File: config.mk
export PLATFORM = sky130hd
export DESIGN_NAME = lifo_fifo_buffer_flat
export DESIGN_NICKNAME = d
export VERILOG_FILES = /design/src/rtl/lifo_fifo_buffer_if.sv /design/src/rtl/lifo_fifo_buffer.sv /design/src/flat_wrapper.sv
export SDC_FILE = /design/constraint.sdc
export NUM_CORES = 1
export LEC_CHECK = 0
export ABC_AREA = 1
export CAP_MARGIN = 20
export CORE_ASPECT_RATIO = 0.5
export CORE_MARGIN = 5
export CORE_UTILIZATION = 55
export CTS_CLUSTER_SIZE = 30
export DETAILED_ROUTE_END_ITERATION = 10
export GPL_TIMING_DRIVEN = 0
export PLACE_DENSITY_LB_ADDON = 0.25
export RECOVER_POWER = 100
export SYNTH_ARGS = -nofsm -noshare
export SYNTH_HDL_FRONTEND = slang
export SYNTH_SLANG_ARGS = --single-unit
File: constraint.sdc
create_clock -name clk -period 4.4 [get_ports clk]
set_input_delay 0.88 -clock clk [delete_from_list [all_inputs] [get_ports clk]]
set_output_delay 0.88 -clock clk [all_outputs]
set_load 0.02 [all_outputs]
File: src/rtl/lifo_fifo_buffer_if.sv
// rtl/lifo_fifo_buffer_if.sv - command/data bundle between a buffer user and lifo_fifo_buffer
//
// Purpose: groups the push/pop commands, write data and status of the buffer.
// Signals:
//   init      master->slave  synchronous clear of contents/pointers
//   push      master->slave  write data_in this cycle
//   pop       master->slave  remove top (stack) / head (queue) this cycle
//   data_in   master->slave  word to push
//   data_out  slave->master  current top / head, 0 when empty
//   full      slave->master  buffer holds DEPTH entries
//   empty     slave->master  buffer holds no entries
interface lifo_fifo_buffer_if #(
  parameter int WIDTH = 2
);
  logic             init;
  logic             push;
  logic             pop;
  logic [WIDTH-1:0] data_in;
  logic [WIDTH-1:0] data_out;
  logic             full;
  logic             empty;

  modport master (
    output init, push, pop, data_in,
    input  data_out, full, empty
  );

  modport slave (
    input  init, push, pop, data_in,
    output data_out, full, empty
  );
endinterface

File: src/rtl/lifo_fifo_buffer.sv
// rtl/lifo_fifo_buffer.sv - move-code buffer with compile-time stack or queue personality
//
// Purpose: stores WIDTH-bit words and replays them last-in-first-out (MODE=0)
//   or first-in-first-out (MODE=1). Single-cycle push/pop, combinational
//   top/head output, full/empty decoded from the entry count.
// Ports:
//   clk   rising-edge clock
//   rst   asynchronous active-low reset of pointers and count
//   bus   lifo_fifo_buffer_if.slave: init, push, pop, data_in in;
//         data_out, full, empty out
module lifo_fifo_buffer #(
  parameter int MODE  = 0,
  parameter int WIDTH = 2,
  parameter int DEPTH = 256,
  parameter int AW    = 8
) (
  input  logic               clk,
  input  logic               rst,
  lifo_fifo_buffer_if.slave  bus
);

  localparam logic [AW:0] FULL_CNT = (AW+1)'(DEPTH);

  // Storage has no reset: its contents are meaningless until written.
  logic [WIDTH-1:0] mem_q [DEPTH];

  logic [AW:0]   count_q, count_d;
  logic [AW-1:0] wr_addr, rd_addr;
  logic          empty, full;
  logic          pop_ok, push_ok, wr_en;

  assign empty = (count_q == '0);
  assign full  = (count_q == FULL_CNT);

  // A push into a full buffer is still legal when a pop frees a slot the same edge.
  assign pop_ok  = bus.pop && !empty;
  assign push_ok = bus.push && (!full || pop_ok);
  assign wr_en   = !bus.init && push_ok;

  always_comb begin
    count_d = count_q;
    if (bus.init) begin
      count_d = '0;
    end else if (push_ok && !pop_ok) begin
      count_d = count_q + (AW+1)'(1);
    end else if (pop_ok && !push_ok) begin
      count_d = count_q - (AW+1)'(1);
    end
  end

  always_ff @(posedge clk or negedge rst) begin
    if (!rst) begin
      count_q <= '0;
    end else begin
      count_q <= count_d;
    end
  end

  generate
    if (MODE == 0) begin : g_stack
      // The stack pointer is the count; the top lives one below it.
      // With count == DEPTH the low AW bits are 0, so top_idx wraps to DEPTH-1.
      logic [AW-1:0] top_idx;
      assign top_idx = count_q[AW-1:0] - AW'(1);
      // Push+pop replaces the top in place instead of moving the pointer.
      assign wr_addr = pop_ok ? top_idx : count_q[AW-1:0];
      assign rd_addr = top_idx;
    end else begin : g_queue
      logic [AW-1:0] wr_ptr_q, wr_ptr_d;
      logic [AW-1:0] rd_ptr_q, rd_ptr_d;

      always_comb begin
        wr_ptr_d = wr_ptr_q;
        rd_ptr_d = rd_ptr_q;
        if (bus.init) begin
          wr_ptr_d = '0;
          rd_ptr_d = '0;
        end else begin
          if (push_ok) wr_ptr_d = wr_ptr_q + AW'(1);
          if (pop_ok)  rd_ptr_d = rd_ptr_q + AW'(1);
        end
      end

      always_ff @(posedge clk or negedge rst) begin
        if (!rst) begin
          wr_ptr_q <= '0;
          rd_ptr_q <= '0;
        end else begin
          wr_ptr_q <= wr_ptr_d;
          rd_ptr_q <= rd_ptr_d;
        end
      end

      assign wr_addr = wr_ptr_q;
      assign rd_addr = rd_ptr_q;
    end
  endgenerate

  always_ff @(posedge clk) begin
    if (wr_en) begin
      mem_q[wr_addr] <= bus.data_in;
    end
  end

  assign bus.data_out = empty ? '0 : mem_q[rd_addr];
  assign bus.full     = full;
  assign bus.empty    = empty;

endmodule

File: src/flat_wrapper.sv
// flat-port wrapper written by rule: the top's interface ports become plain ports
module lifo_fifo_buffer_flat 
#(
  parameter int MODE  = 0,
  parameter int WIDTH = 2,
  parameter int DEPTH = 256,
  parameter int AW    = 8
)
  (clk, rst, bus_init, bus_push, bus_pop, bus_data_in, bus_data_out, bus_full, bus_empty);
  lifo_fifo_buffer_if #(.WIDTH(WIDTH)) bus_i ();
  input  logic clk;
  input  logic rst;
  input wire logic [$bits(bus_i.init)-1:0] bus_init;
  input wire logic [$bits(bus_i.push)-1:0] bus_push;
  input wire logic [$bits(bus_i.pop)-1:0] bus_pop;
  input wire logic [$bits(bus_i.data_in)-1:0] bus_data_in;
  output wire logic [$bits(bus_i.data_out)-1:0] bus_data_out;
  output wire logic [$bits(bus_i.full)-1:0] bus_full;
  output wire logic [$bits(bus_i.empty)-1:0] bus_empty;
  assign bus_i.init = bus_init;
  assign bus_i.push = bus_push;
  assign bus_i.pop = bus_pop;
  assign bus_i.data_in = bus_data_in;
  assign bus_data_out = bus_i.data_out;
  assign bus_full = bus_i.full;
  assign bus_empty = bus_i.empty;
  lifo_fifo_buffer #(.MODE(MODE), .WIDTH(WIDTH), .DEPTH(DEPTH), .AW(AW)) u_core (.clk(clk), .rst(rst), .bus(bus_i));
endmodule
==> flow_summary_export.csv, run 1 <==
group,metric,value,unit
finish,nNetsFinal,2231,
grt,grt_use_met1,43.8,%
drt,drtAntennaViolNets,0,
worst_setup_path,crit_type,"reg2out",
synthesis,synth_top_area_share,67.5,%
sta,period_share,101,%
synthesis,synth-async-reset-ratio,1.73,%
grt,grt_start_max_net_pins,163,
drt,drt_iter0_drc,3291,
sta,finalMaxSlewViolations,399,
synthesis,yosysTopAreaCell,"edfxtp_1",
worst_setup_path,reg2reg_depth,16,
drt,vias_per_cell,6.36,
power_and_ir_drop,p_int,10.0,mW
worst_setup_path,cpPeakStageDelay,0.60,ns
finish,final_cell_area,25900,um^2
worst_setup_path,arrival,3.58,ns
floorplan,initial_core_util,56.0,%
power_and_ir_drop,seqPwrFrac,32.1,%
worst_setup_path,path_common_cell,"nand3_1",
power_and_ir_drop,p_clk_share,22.5,%
drt,drt_pass1_iterations,6,
sta,max_freq,224,MHz
synthesis,yosys-top-cells-area,"edfxtp_1 (68%), nand3_1 (11%), nand2_1 (9.5%)",
power_and_ir_drop,combinationalPowerShare,45.3,%
status,status,"finished, violations left",
flow_run,maxCapViolCount,3,
worst_setup_path,end_kind,"output pin",
synthesis,ys_ff_latch,521,
floorplan,die_x,298,um
finish,area_growth,13.6,%
worst_setup_path,required,3.52,ns
power_and_ir_drop,p_switching,7.37,mW
grt,antenna_found_initial,2,
worst_setup_path,r2r_start,"u_core.count_q[0]",
worst_setup_path,cp_slowest_cell,"clkbuf_1",
drt,vias,17716,
worst_setup_path,path_cells,"inv_1, nand3_1, nand2_1, nand2_1, clkbuf_1, nand3_1, nand3_1, nand3_1, nand3_1, nand3_1, nand2_2, nor2_2, buf_4",
worst_setup_path,cp_top_family,"simple AND/OR/NAND/NOR gates",
drt,routed_wirelength,74400,um
grt,grt_overflow,0,
floorplan,dieHeight,154,um
min_path,min-delay-start,"u_core.count_q[8]",
sta,finalClockSkew,0.0295,ns
sta,relSlewSlack,-82.7,%
grt,grt_pass1_vias,16728,
clock_network,htreeDepth,2,
sta,tns,-0.111,ns
placement,port_buffers,10,
synthesis,syn_avg_cell_area,10.7,um^2
grt,use_met2,44.6,%
clock_network,holdBufCountCts,0,
power_and_ir_drop,switching_share,42.4,%
sta,hold_viol,0,
worst_setup_path,critPathLaunchType,"flop",
clock_network,tritoncts,"yes",
finish,layoutNonFillerInstCount,2785,
status,failed_checks,"max-capacitance violations, max-slew violations, negative setup slack",
worst_setup_path,r2r_end,"u_core.mem_q[71][0]",
clock_network,root_buffer,"clkbuf_16",
grt,use_met3,13.8,%
min_path,min_to,"u_core.count_q[8]",
placement,place_area,23700,um^2
synthesis,yosys-top-cells-count,"nand2_1 (578), edfxtp_1 (512), nand3_1 (510)",
placement,post-dp-hpwl,47100,um
drt,drt-wirelength-per-cell,26.7,um
grt,grt_pass1_wl,106000,um
placement,place_congestion,0.935,
grt,busiest_layer,"met2",
clock_network,clk_latency,0.58,ns
worst_setup_path,crit_fanout,10,
sta,layout_setup_ws,-0.0620,ns
min_path,hold_depth,2,
floorplan,die_area,45800,um^2
power_and_ir_drop,peakVddDrop,388,uV
synthesis,yosysSeqAreaShare,68.5,%
placement,dpl.cell_count,2695,
sta,setup_viol,2,
clock_network,numCtsBuffers,46,
sta,fin_crit,4.46,ns
synthesis,yosys.cell_types.count,33,
synthesis,yosys_warnings,0,
synthesis,synth_edf_count,512,
floorplan,ios,11,
drt,drc,0,
floorplan,core-area,40700,um^2
worst_setup_path,worst-path-buf-inv,3,
power_and_ir_drop,p_leak,9.06,nW
synthesis,syn_inst,2137,
finish,drive_gt1_share,12.0,%
min_path,hold_path_class,"reg2reg",
clock_network,clockBufferDepth,3,
finish,fill_cells,3145,
synthesis,synth_nets,2155,
synthesis,synth-main-ff-cell,"edfxtp_1",
clock_network,clk_pin_slew,0.06,ns
placement,dp_slack,-2.06,ns
floorplan,num_rows,52,
grt,global_route.usage.total,31.7,%
synthesis,synth.most_common_cell,"nand2_1",
power_and_ir_drop,powerDensity,673,nW/um^2
worst_setup_path,reg2reg_slack,0.14,ns
clock_network,clock-sinks,521,
synthesis,syn-cell-area,22800,um^2
sta,tightest_slew,2.74,ns
[layer usage]
layer	routed length, um	vias up	part of all wire (%)
li1	-	7579	-
met1	27200	8459	37
met2	30800	1449	41
met3	13500	225	18
met4	2900	4	3.9
met5	31	-	0.042
[how the worst max path moves through the flow]
| stage | start | end | slack [ns] | cells after the start |
|---|---|---|---|---|
| floorplan | u_core.count_q[0] | bus_data_out[0] | 0.46 | 17 |
| global placement | bus_data_in[0] | u_core.mem_q[13][0] | -4.70 | 1 |
| detailed placement | u_core.count_q[0] | bus_data_out[0] | -2.06 | 18 |
| CTS | u_core.count_q[0] | bus_data_out[1] | 0.0007 | 17 |
| global route | u_core.count_q[0] | bus_data_out[1] | -0.07 | 14 |
| finish | u_core.count_q[1] | bus_data_out[0] | -0.06 | 13 |
[final cells by class]
| class | instances | area [um^2] | share of cell area [%] |
|---|---|---|---|
| sequential | 521 | 15600 | 60.3 |
| multi-input combinational | 1445 | 6670 | 25.8 |
| clock buffer | 58 | 1200 | 4.63 |
| buffer | 139 | 1110 | 4.28 |
| tap | 540 | 676 | 2.61 |
| timing repair buffer | 27 | 279 | 1.08 |
| clock inverter | 21 | 188 | 0.726 |
| inverter | 32 | 136 | 0.527 |
| timing repair inverter | 1 | 7.51 | 0.0290 |
| antenna | 1 | 2.50 | 0.00968 |
[repair_timing]
item,in CTS,in global routing
endpoints found under the hold margin,0,0
buffers inserted,5,4
gates cloned,1,0
endpoints found under the setup margin,479,22
pin swaps,2,6
resized for setup,181,76
[worst reg2reg max path: stages, from the launching register on]
cell and delay [ns]:
dfrtp_1 0.37, buf_8 0.17, inv_8 0.08, clkbuf_16 0.15
buf_12 0.14, ha_4 0.16, nand3_1 0.10, nor2_2 0.06
nand2_1 0.29, nand2_4 0.18, o21ai_0 0.43, nand2_1 0.11
nor2_1 0.23, nand2_1 0.54, clkbuf_1 0.50, buf_8 0.27
nor2_1 0.19
[layout by cell type (no fill, tap or decap), types with 3 or more instances in the layout]
| cell | instances |
|---|---|
| a21oi_1 | 7 |
| nor2_2 | 8 |
| o22ai_1 | 6 |
| bufinv_16 | 3 |
| ha_1 | 8 |
| o21ai_2 | 5 |
| edfxtp_1 | 512 |
| buf_4 | 16 |
| buf_1 | 4 |
| clkinv_1 | 6 |
| nand2_2 | 13 |
| buf_6 | 17 |
| nand3_2 | 26 |
| clkbuf_16 | 54 |
| buf_12 | 5 |
| inv_2 | 5 |
| clkbuf_2 | 32 |
| nand2_1 | 576 |
| clkbuf_8 | 11 |
| buf_8 | 8 |
| xor2_1 | 7 |
| clkdlybuf4s50_1 | 5 |
| clkbuf_4 | 5 |
| clkinv_2 | 10 |
| nand3_1 | 482 |
| inv_1 | 24 |
| nand2_4 | 6 |
| o21ai_0 | 7 |
| nor2_1 | 270 |
| buf_2 | 22 |
| nor2_4 | 7 |
| dfrtp_1 | 9 |
| clkbuf_1 | 44 |
[logic make-up (layout without fill, tap and decap cells)]
family                   count (synthesis)  count (layout)  share of synthesized area [%]
adder cells (fa/ha/maj)                 11              11                          0.637
XOR/XNOR                                 8               8                          0.308
flip-flops                             521             521                           68.5
buffers and inverters                  171             278                           3.13
AO/OA/AOI/OAI                           28              28                          0.808
AND/OR/NAND/NOR                       1398            1398                           26.6
other                                    0               1                              0
[state kept, by name, indices dropped and copies added (netlist names)]
signal	flops
u_core.count_q	9
u_core.mem_q	512
[metrics by stage]
step | util (%) | power, mW | hold WS, ns
6_report | 63.6 | 17.4 | 0.612
5_1_grt | 63.6 | 17.8 | 0.640
4_1_cts | 63.2 | 16.7 | 0.617
3_5_place_dp | 58.3 | 12.1 | 0.620
3_3_place_gp | 57.9 | 12.0 | 0.614
2_1_floorplan | - | 9.41 | 0.572
[power groups by stage]
stage / Combinational, mW / Sequential, mW / Clock (mW)
floorplan: 3.75 / 5.66 / 0
global placement: 6.29 / 5.74 / 0
detailed placement: 6.40 / 5.68 / 0
CTS: 7.21 / 5.58 / 3.88
global route: 8.09 / 5.60 / 4.11
finish: 7.89 / 5.60 / 3.92
(Power assumes the default switching activity.)
==> run 2: changes to the inputs <==
Settings changed: ABC_CLOCK_PERIOD_IN_PS from default to 4400.
==> results of run 2 <==
Final layout, timing and power as in run 1 (identical DEF).
